## config.mk

```make
export PLATFORM = sky130hd
export DESIGN_NAME = alu_seq
export DESIGN_NICKNAME = d
export VERILOG_FILES = /design/src/rtl/alu_seq.sv
export SDC_FILE = /design/constraint.sdc
export NUM_CORES = 1
export LEC_CHECK = 0
export ABC_AREA = 1
export CAP_MARGIN = 0
export CORE_ASPECT_RATIO = 0.8
export CORE_MARGIN = 2
export CORE_UTILIZATION = 55
export CTS_BUF_LIST = sky130_fd_sc_hd__clkbuf_8
export DETAILED_ROUTE_END_ITERATION = 10
export PLACE_DENSITY_LB_ADDON = 0.05
export REMOVE_ABC_BUFFERS = 1
export SYNTH_ARGS = -nofsm -noshare
export SYNTH_HDL_FRONTEND = slang
export SYNTH_SLANG_ARGS = --single-unit
```

## constraint.sdc

```tcl
create_clock -name clk -period 4.3 [get_ports clk]
set_clock_uncertainty 0.1 [all_clocks]
set_input_delay 1.075 -clock clk [delete_from_list [all_inputs] [get_ports clk]]
set_output_delay 1.075 -clock clk [all_outputs]
set_load 0.05 [all_outputs]
```

## src/rtl/alu_seq.sv

```systemverilog
// alu_seq: single-issue signed ALU. Logic, shift and add/sub ops finish at
// the acceptance edge; MUL runs a W-cycle shift-add on operand magnitudes
// and blocks new requests until the product is registered.
module alu_seq #(
  parameter int W   = 11,
  parameter int SHW = $clog2(W)
) (
  input  logic         clk,
  input  logic         rst_n,
  input  logic         i_valid,
  input  logic [2:0]   i_op,
  input  logic [W-1:0] i_a,
  input  logic [W-1:0] i_b,
  output logic         o_ready,
  output logic         o_valid,
  output logic [W-1:0] o_result,
  output logic         o_zero,
  output logic         o_neg,
  output logic         o_ovf
);

  typedef enum logic [2:0] {
    OP_SUB  = 3'b000,
    OP_ADD  = 3'b001,
    OP_AND  = 3'b010,
    OP_OR   = 3'b011,
    OP_XOR  = 3'b100,
    OP_SRA  = 3'b101,
    OP_MUL  = 3'b110,
    OP_LOAD = 3'b111
  } op_e;

  typedef enum logic {
    S_IDLE = 1'b0,
    S_MUL  = 1'b1
  } state_e;

  localparam int             CW        = $clog2(W + 1);
  localparam logic [CW-1:0]  LAST_ITER = CW'(W - 1);

  op_e op;
  assign op = op_e'(i_op);

  // Registered state
  state_e          state_q,    state_d;
  logic            valid_q,    valid_d;
  logic [W-1:0]    result_q,   result_d;
  logic            zero_q,     zero_d;
  logic            neg_q,      neg_d;
  logic            ovf_q,      ovf_d;
  logic [2*W-1:0]  acc_q,      acc_d;
  logic [2*W-1:0]  mcand_q,    mcand_d;
  logic [W-1:0]    mplier_q,   mplier_d;
  logic            prod_neg_q, prod_neg_d;
  logic [CW-1:0]   cnt_q,      cnt_d;

  // Single-cycle datapath results
  logic [W-1:0]    alu_res;
  logic            alu_ovf;
  logic [W-1:0]    a_mag;
  logic [W-1:0]    b_mag;

  // Multiplier step results
  logic [2*W-1:0]  acc_next;
  logic [2*W-1:0]  product;
  logic            prod_ovf;

  // Single-cycle ALU result, overflow flag and operand magnitudes for MUL.
  always_comb begin
    // NOTE: every always_comb output gets a default first so no path can
    // leave it unassigned and infer a latch.
    alu_res = '0;
    alu_ovf = 1'b0;
    // Magnitudes are W-bit unsigned, so the most negative operand maps to
    // 2^(W-1) without wrapping back to itself.
    a_mag = i_a[W-1] ? (~i_a + 1'b1) : i_a;
    b_mag = i_b[W-1] ? (~i_b + 1'b1) : i_b;
    case (op)
      OP_SUB: begin
        alu_res = i_a - i_b;
        alu_ovf = (i_a[W-1] != i_b[W-1]) && (alu_res[W-1] != i_a[W-1]);
      end
      OP_ADD: begin
        alu_res = i_a + i_b;
        alu_ovf = (i_a[W-1] == i_b[W-1]) && (alu_res[W-1] != i_a[W-1]);
      end
      OP_AND:  alu_res = i_a & i_b;
      OP_OR:   alu_res = i_a | i_b;
      OP_XOR:  alu_res = i_a ^ i_b;
      // Arithmetic shift sign-fills; amounts >= W leave only sign bits.
      OP_SRA:  alu_res = W'($signed(i_a) >>> i_b[SHW-1:0]);
      OP_LOAD: alu_res = i_b;
      default: alu_res = '0;
    endcase
  end

  // One shift-add iteration plus the signed product it would give if final.
  always_comb begin
    acc_next = acc_q + (mplier_q[0] ? mcand_q : '0);
    product  = prod_neg_q ? (~acc_next + 1'b1) : acc_next;
    // In range only when the upper bits down to the result sign all agree.
    prod_ovf = !((&product[2*W-1:W-1]) || !(|product[2*W-1:W-1]));
  end

  // Next-state and output logic for the IDLE/MUL controller.
  always_comb begin
    state_d    = state_q;
    valid_d    = 1'b0;
    result_d   = result_q;
    zero_d     = zero_q;
    neg_d      = neg_q;
    ovf_d      = ovf_q;
    acc_d      = acc_q;
    mcand_d    = mcand_q;
    mplier_d   = mplier_q;
    prod_neg_d = prod_neg_q;
    cnt_d      = cnt_q;
    case (state_q)
      S_IDLE: begin
        if (i_valid) begin
          if (op == OP_MUL) begin
            state_d    = S_MUL;
            acc_d      = '0;
            mcand_d    = {{W{1'b0}}, a_mag};
            mplier_d   = b_mag;
            prod_neg_d = i_a[W-1] ^ i_b[W-1];
            cnt_d      = '0;
          end else begin
            valid_d  = 1'b1;
            result_d = alu_res;
            zero_d   = (alu_res == '0);
            neg_d    = alu_res[W-1];
            ovf_d    = alu_ovf;
          end
        end
      end
      S_MUL: begin
        acc_d    = acc_next;
        mcand_d  = mcand_q << 1;
        mplier_d = mplier_q >> 1;
        cnt_d    = cnt_q + 1'b1;
        if (cnt_q == LAST_ITER) begin
          state_d  = S_IDLE;
          valid_d  = 1'b1;
          result_d = product[W-1:0];
          zero_d   = (product[W-1:0] == '0);
          neg_d    = product[W-1];
          ovf_d    = prod_ovf;
        end
      end
      default: state_d = S_IDLE;
    endcase
  end

  // State registers with synchronous active-low reset.
  always_ff @(posedge clk) begin
    // NOTE: sequential state uses non-blocking assignments so every flop
    // samples its pre-edge value regardless of statement order.
    if (!rst_n) begin
      state_q    <= S_IDLE;
      valid_q    <= 1'b0;
      result_q   <= '0;
      zero_q     <= 1'b1;
      neg_q      <= 1'b0;
      ovf_q      <= 1'b0;
      acc_q      <= '0;
      mcand_q    <= '0;
      mplier_q   <= '0;
      prod_neg_q <= 1'b0;
      cnt_q      <= '0;
    end else begin
      state_q    <= state_d;
      valid_q    <= valid_d;
      result_q   <= result_d;
      zero_q     <= zero_d;
      neg_q      <= neg_d;
      ovf_q      <= ovf_d;
      acc_q      <= acc_d;
      mcand_q    <= mcand_d;
      mplier_q   <= mplier_d;
      prod_neg_q <= prod_neg_d;
      cnt_q      <= cnt_d;
    end
  end

  assign o_ready  = (state_q == S_IDLE);
  assign o_valid  = valid_q;
  assign o_result = result_q;
  assign o_zero   = zero_q;
  assign o_neg    = neg_q;
  assign o_ovf    = ovf_q;

endmodule

```

# [Word level (Yosys, flattened, before mapping)]
# Cells that the tools add are included.
[totals] n_memories=0 ff_bits=76 romBits=0 latchBits=0 mem_bits_rw=0
[op_classes] mul=0 addsub=7 reduce_logical=13 mux=42 n_shift=1 n_eq_ne=16 n_lt_le_gt_ge=0 bitwise=8 div_mod_pow=0
[ops] cell="$mux W22" count=6
[ops] cell="$pmux W22 S2" count=2
[ops] cell="$mux W11" count=7
[ops] cell="$pmux W11 S7" count=1
[ops] cell="$pmux W11 S2" count=2
[ops] cell="$add A11 B1 Y11 const B" count=2
[ops] cell="$add A22 B1 Y22 const B" count=1
[ops] cell="$add A22 B22 Y22" count=1
[ops] cell="$logic_not A11 Y1" count=2
[ops] cell="$not A11 Y11" count=2
[ops] cell="$not A22 Y22" count=1
[ops] cell="$mux W1" count=15
[ops] cell="$eq A3 B3 Y1 const B" count=4
[ops] cell="$pmux W1 S2" count=6
[ops] cell="$reduce_and A12 Y1" count=1
[ops] cell="$reduce_or A12 Y1" count=1
[ops] cell="$add A11 B11 Y11" count=1
[ops] cell="$and A11 B11 Y11" count=1
[ops] cell="$or A11 B11 Y11" count=1
[ops] cell="$sshr A11 B4 Y11" count=1
[ops] cell="$sub A11 B11 Y11" count=1
[ops] cell="$xor A11 B11 Y11" count=1
[ops] cell="$mux W4" count=2
[ops] cell="$pmux W4 S2" count=1
[ops] cell="other kinds (16)" count=24

# [Logic depth before layout (Yosys ltp)]
[logic_depth] word_depth=11 mapped_depth=26 depth_no_buf=25

# [Worst setup path before layout]
# OpenSTA, ideal clock, no wires.
[synth_path] kind="in2reg" start="input i_b[1]" end="register zero_q, in the netlist o_zero" t_required_ps=4144 arrival_ps=3213 setup_ps=56 slack_ps=932 path_buffers=1 cell_stages=17 path_cell_list="clkbuf_1 > inv_1 > fa_1 > a21oi_1 > o21ai_0 > and2_1 > o21ai_0 > nand3_1 > nand3_1 > o211ai_1 > nor2_1 > nand2_1 > nor2_1 > nand3_1 > nand3_1 > nand2_1 > inv_1"
[synth_between] elab_chain_len=6 word_cells_on_any_way=11 cone_classes="add/sub (2); shift (1); mux (4); bitwise (3); reduce/logical (1)"
[synth_rtl] element="start: declaration" line_no="13" source="input logic [W-1:0] i_b,"
[synth_rtl] element="$add A11 B11 Y11 (tied with other cells)" line_no="84" source="alu_res = i_a + i_b;"
[synth_rtl] element="$pmux W11 S7 *" line_no="78" source="case (op)"
[synth_rtl] element="$logic_not A11 Y1 *" line_no="131" source="zero_d = (alu_res == '0);"
[synth_rtl] element="$mux W1 *" line_no="121" source="if (op == OP_MUL) begin"
[synth_rtl] element="$mux W1 *" line_no="120" source="if (i_valid) begin"
[synth_rtl] element="$pmux W1 S2 *" line_no="118" source="case (state_q)"
[synth_rtl] element="end signal: assignment" line_no="175" source="zero_q <= zero_d;"
[synth_rtl] element="end: declaration" line_no="48" source="logic zero_q, zero_d;"
# Every way passes the cells marked *; elsewhere a longest branch is shown, timed or not. The select of a mux whose other input is x is not followed.
# A chain may end at the register's enable or synchronous reset.

# [Worst setup path after layout]
[layout_path] start="input i_a[6]" end="register zero_q, in the netlist o_zero"
[layout_between] elab_chain_len=6 word_cells_on_any_way=11 cone_classes="add/sub (2); shift (1); mux (4); bitwise (3); reduce/logical (1)"
[layout_rtl] element="start: declaration" line_no="12" source="input logic [W-1:0] i_a,"
[layout_rtl] element="$add A11 B11 Y11 (tied with other cells)" line_no="84"
[layout_rtl] element="$pmux W11 S7 *" line_no="78"
[layout_rtl] element="$logic_not A11 Y1 *" line_no="131"
[layout_rtl] element="$mux W1 *" line_no="121"
[layout_rtl] element="$mux W1 *" line_no="120"
[layout_rtl] element="$pmux W1 S2 *" line_no="118"
# Marked as above.

==> qor.csv <==
metric,value,unit
status,completed,
fp-row-count,38,
wl,24900,um
async_flop_share,0,
ir_worst_vdd,0.236,mV
grt_pass1_wl,39400,um
pin_count,44,
clock_latency,380,ps
fillers,1347,
num_vias,8716,
fin_util,0.628,
hold_class,reg -> reg,
die_x,136,um
layout-drive-gt1-share,0.0712,
coreArea,13600,um2
grtUsageTotal,0.343,
p_leak,4.18,nW
cts_tree,yes,
port_buffers,43,
power_density,207,nW/um2
netlist_top_cells_count,"nand2_1 (456), inv_1 (163), nand3_1 (105)",
start_kind,input port,
postRouteAntennaNets,0,
slew_headroom,0.252,
yosysWarnings,0,
seqCellArea,1500,um2
clk_pin_slew,100,ps
post_cts_buffers,0,
clock_sink_count,75,
critPathMaxFanout,8,
clock-root-buffer,clkbuf_8,
syn2layout_area_growth,11.5,%
drc,0,
hold_viol,0,
dieHeight,110,um
antenna_found_initial,0,
critPathRequiredTime,4540,ps
die_area,14900,um2
overflow,0,
yosysTopAreaCell,nand2_1,
synth_top_area_frac,0.223,
syn_area,7660,um2
layout.nets,1447,
slew_violations,0,
gp_congestion,1.03,
synth.area.top_cells,"nand2_1 (22%), dfxtp_1 (20%), ha_1 (9.5%)",
dp_hpwl,20100,um
finalSetupViolations,0,
critPathKind,in -> reg,
finalCritPeriodShare,0.883,
cts_buffer_depth,2,
cap_violations,0,
cts_hold_buf,0,
clock.fmax,263,MHz
multiInputGateArea,5350,um2
start_util,0.563,
rsz0062_at_grt,no,
cts_buffers,9,
synth_edf_count,0,
synth.avg_cell_area,5.80,um2
first_pass_iters,6,
synth_cell_type_count,45,
synth_flop_cell,dfxtp_1,
yosysSeqAreaShare,0.196,
ys_ff_latch,75,
ctsResizeCount,0,
wire_per_inst,16.1,um
grt_pass1_vias,7448,
synthCells,1320,
antennaDiodeCount,0,
cts_max_level,3,
fin_tns_setup,0,ps
synthMostInstantiatedCell,nand2_1,
arrival,4040,ps
drtIter0Drc,1005,
end_kind,flop,
grt_max_degree,71,
worst_slew_pin_slew,1110,ps
via_per_inst,5.65,
min_period,3800,ps
-- routing by layer --
layer	track usage	wire length, um	vias up
met5	0	0	-
met4	0.0789	331	0
met3	0.107	3090	28
met2	0.435	8890	436
met1	0.544	12600	3895
li1	-	-	4357
-- report_power, final --
group	internal, mW	total, mW	switching [mW]
logic	0.159	0.475	0.317
clock network	0.232	0.569	0.337
registers	0.712	0.724	0.0124
total	1.10	1.77	0.666
-- critical path, cell delays in order --
cell	delay, ps
clkdlybuf4s50_1	610
inv_1	190
ha_1	490
nand2_1	110
nor3_1	150
nand2_1	70
o211ai_1	100
nand2_1	100
a21oi_1	260
nor3_1	90
a211oi_1	220
o21ai_0	190
nor2_1	120
nand3_1	70
nand3_1	90
nand2_1	50
inv_1	40
-- worst paths after layout --
path	slack [ps]	cells after the start	start	end
setup / recovery	500	17	i_a[6]	o_zero$_SDFFE_PN1P_
hold / removal	360	2	o_result[3]$_SDFFE_PN0P_	o_result[3]$_SDFFE_PN0P_
setup reg to reg	620	23	mplier_q[0]$_SDFFE_PN0P_	o_ovf$_SDFFE_PN0P_
hold reg to reg	360	2	o_result[3]$_SDFFE_PN0P_	o_result[3]$_SDFFE_PN0P_
-- per-stage QoR --
stage	setup slack [ps]	total power [mW]	cell area, um2	hold WS [ps]	instances
6_report	501	1.77	8550	363	1543
5_1_grt	232	1.85	8550	389	1543
4_1_cts	584	1.76	8550	367	1543
3_5_place_dp	204	1.20	8350	346	1527
3_3_place_gp	145	1.20	8350	344	1527
2_1_floorplan	573	1.02	7490	341	1278
-- sequential cells by signal (all words and copies together), names as in the netlist, 4 cells and up --
signal / flops
mcand_q: 22
mplier_q: 11
cnt_q: 4
acc_q: 22
o_result: 11
-- cell type report --
type / instances / area share
multi-input combinational: 1031 / 0.626
sequential: 75 / 0.176
inverter: 172 / 0.0755
timing repair buffer: 69 / 0.0732
tap: 180 / 0.0264
clock buffer: 9 / 0.0145
clock inverter: 7 / 0.00893
-- cells in the final DEF, fill, tap and decap left out, types with 9 or more instances in the layout --
| master | instances |
|---|---|
| nand2_1 | 456 |
| inv_1 | 163 |
| nand3_1 | 105 |
| nor2_1 | 86 |
| a21oi_1 | 81 |
| dfxtp_1 | 74 |
| o21ai_0 | 60 |
| ha_1 | 58 |
| clkdlybuf4s50_1 | 43 |
| buf_4 | 26 |
| nor3_1 | 24 |
| nand2_2 | 20 |
| a31oi_1 | 19 |
| xor2_1 | 19 |
| nand4_1 | 14 |
| o211ai_1 | 10 |
| o22ai_1 | 10 |
| clkbuf_8 | 9 |
-- cells by family (layout without fill, tap and decap cells) --
group	count (synthesis)	in the layout	synth area share
flip-flops	75	75	0.196
adder cells (fa/ha/maj)	61	61	0.103
buffers and inverters	214	257	0.106
AO/OA/AOI/OAI	212	212	0.161
AND/OR/NAND/NOR	736	736	0.408
XOR/XNOR	22	22	0.0261
Note: power is estimated with default switching activity, not from simulation.
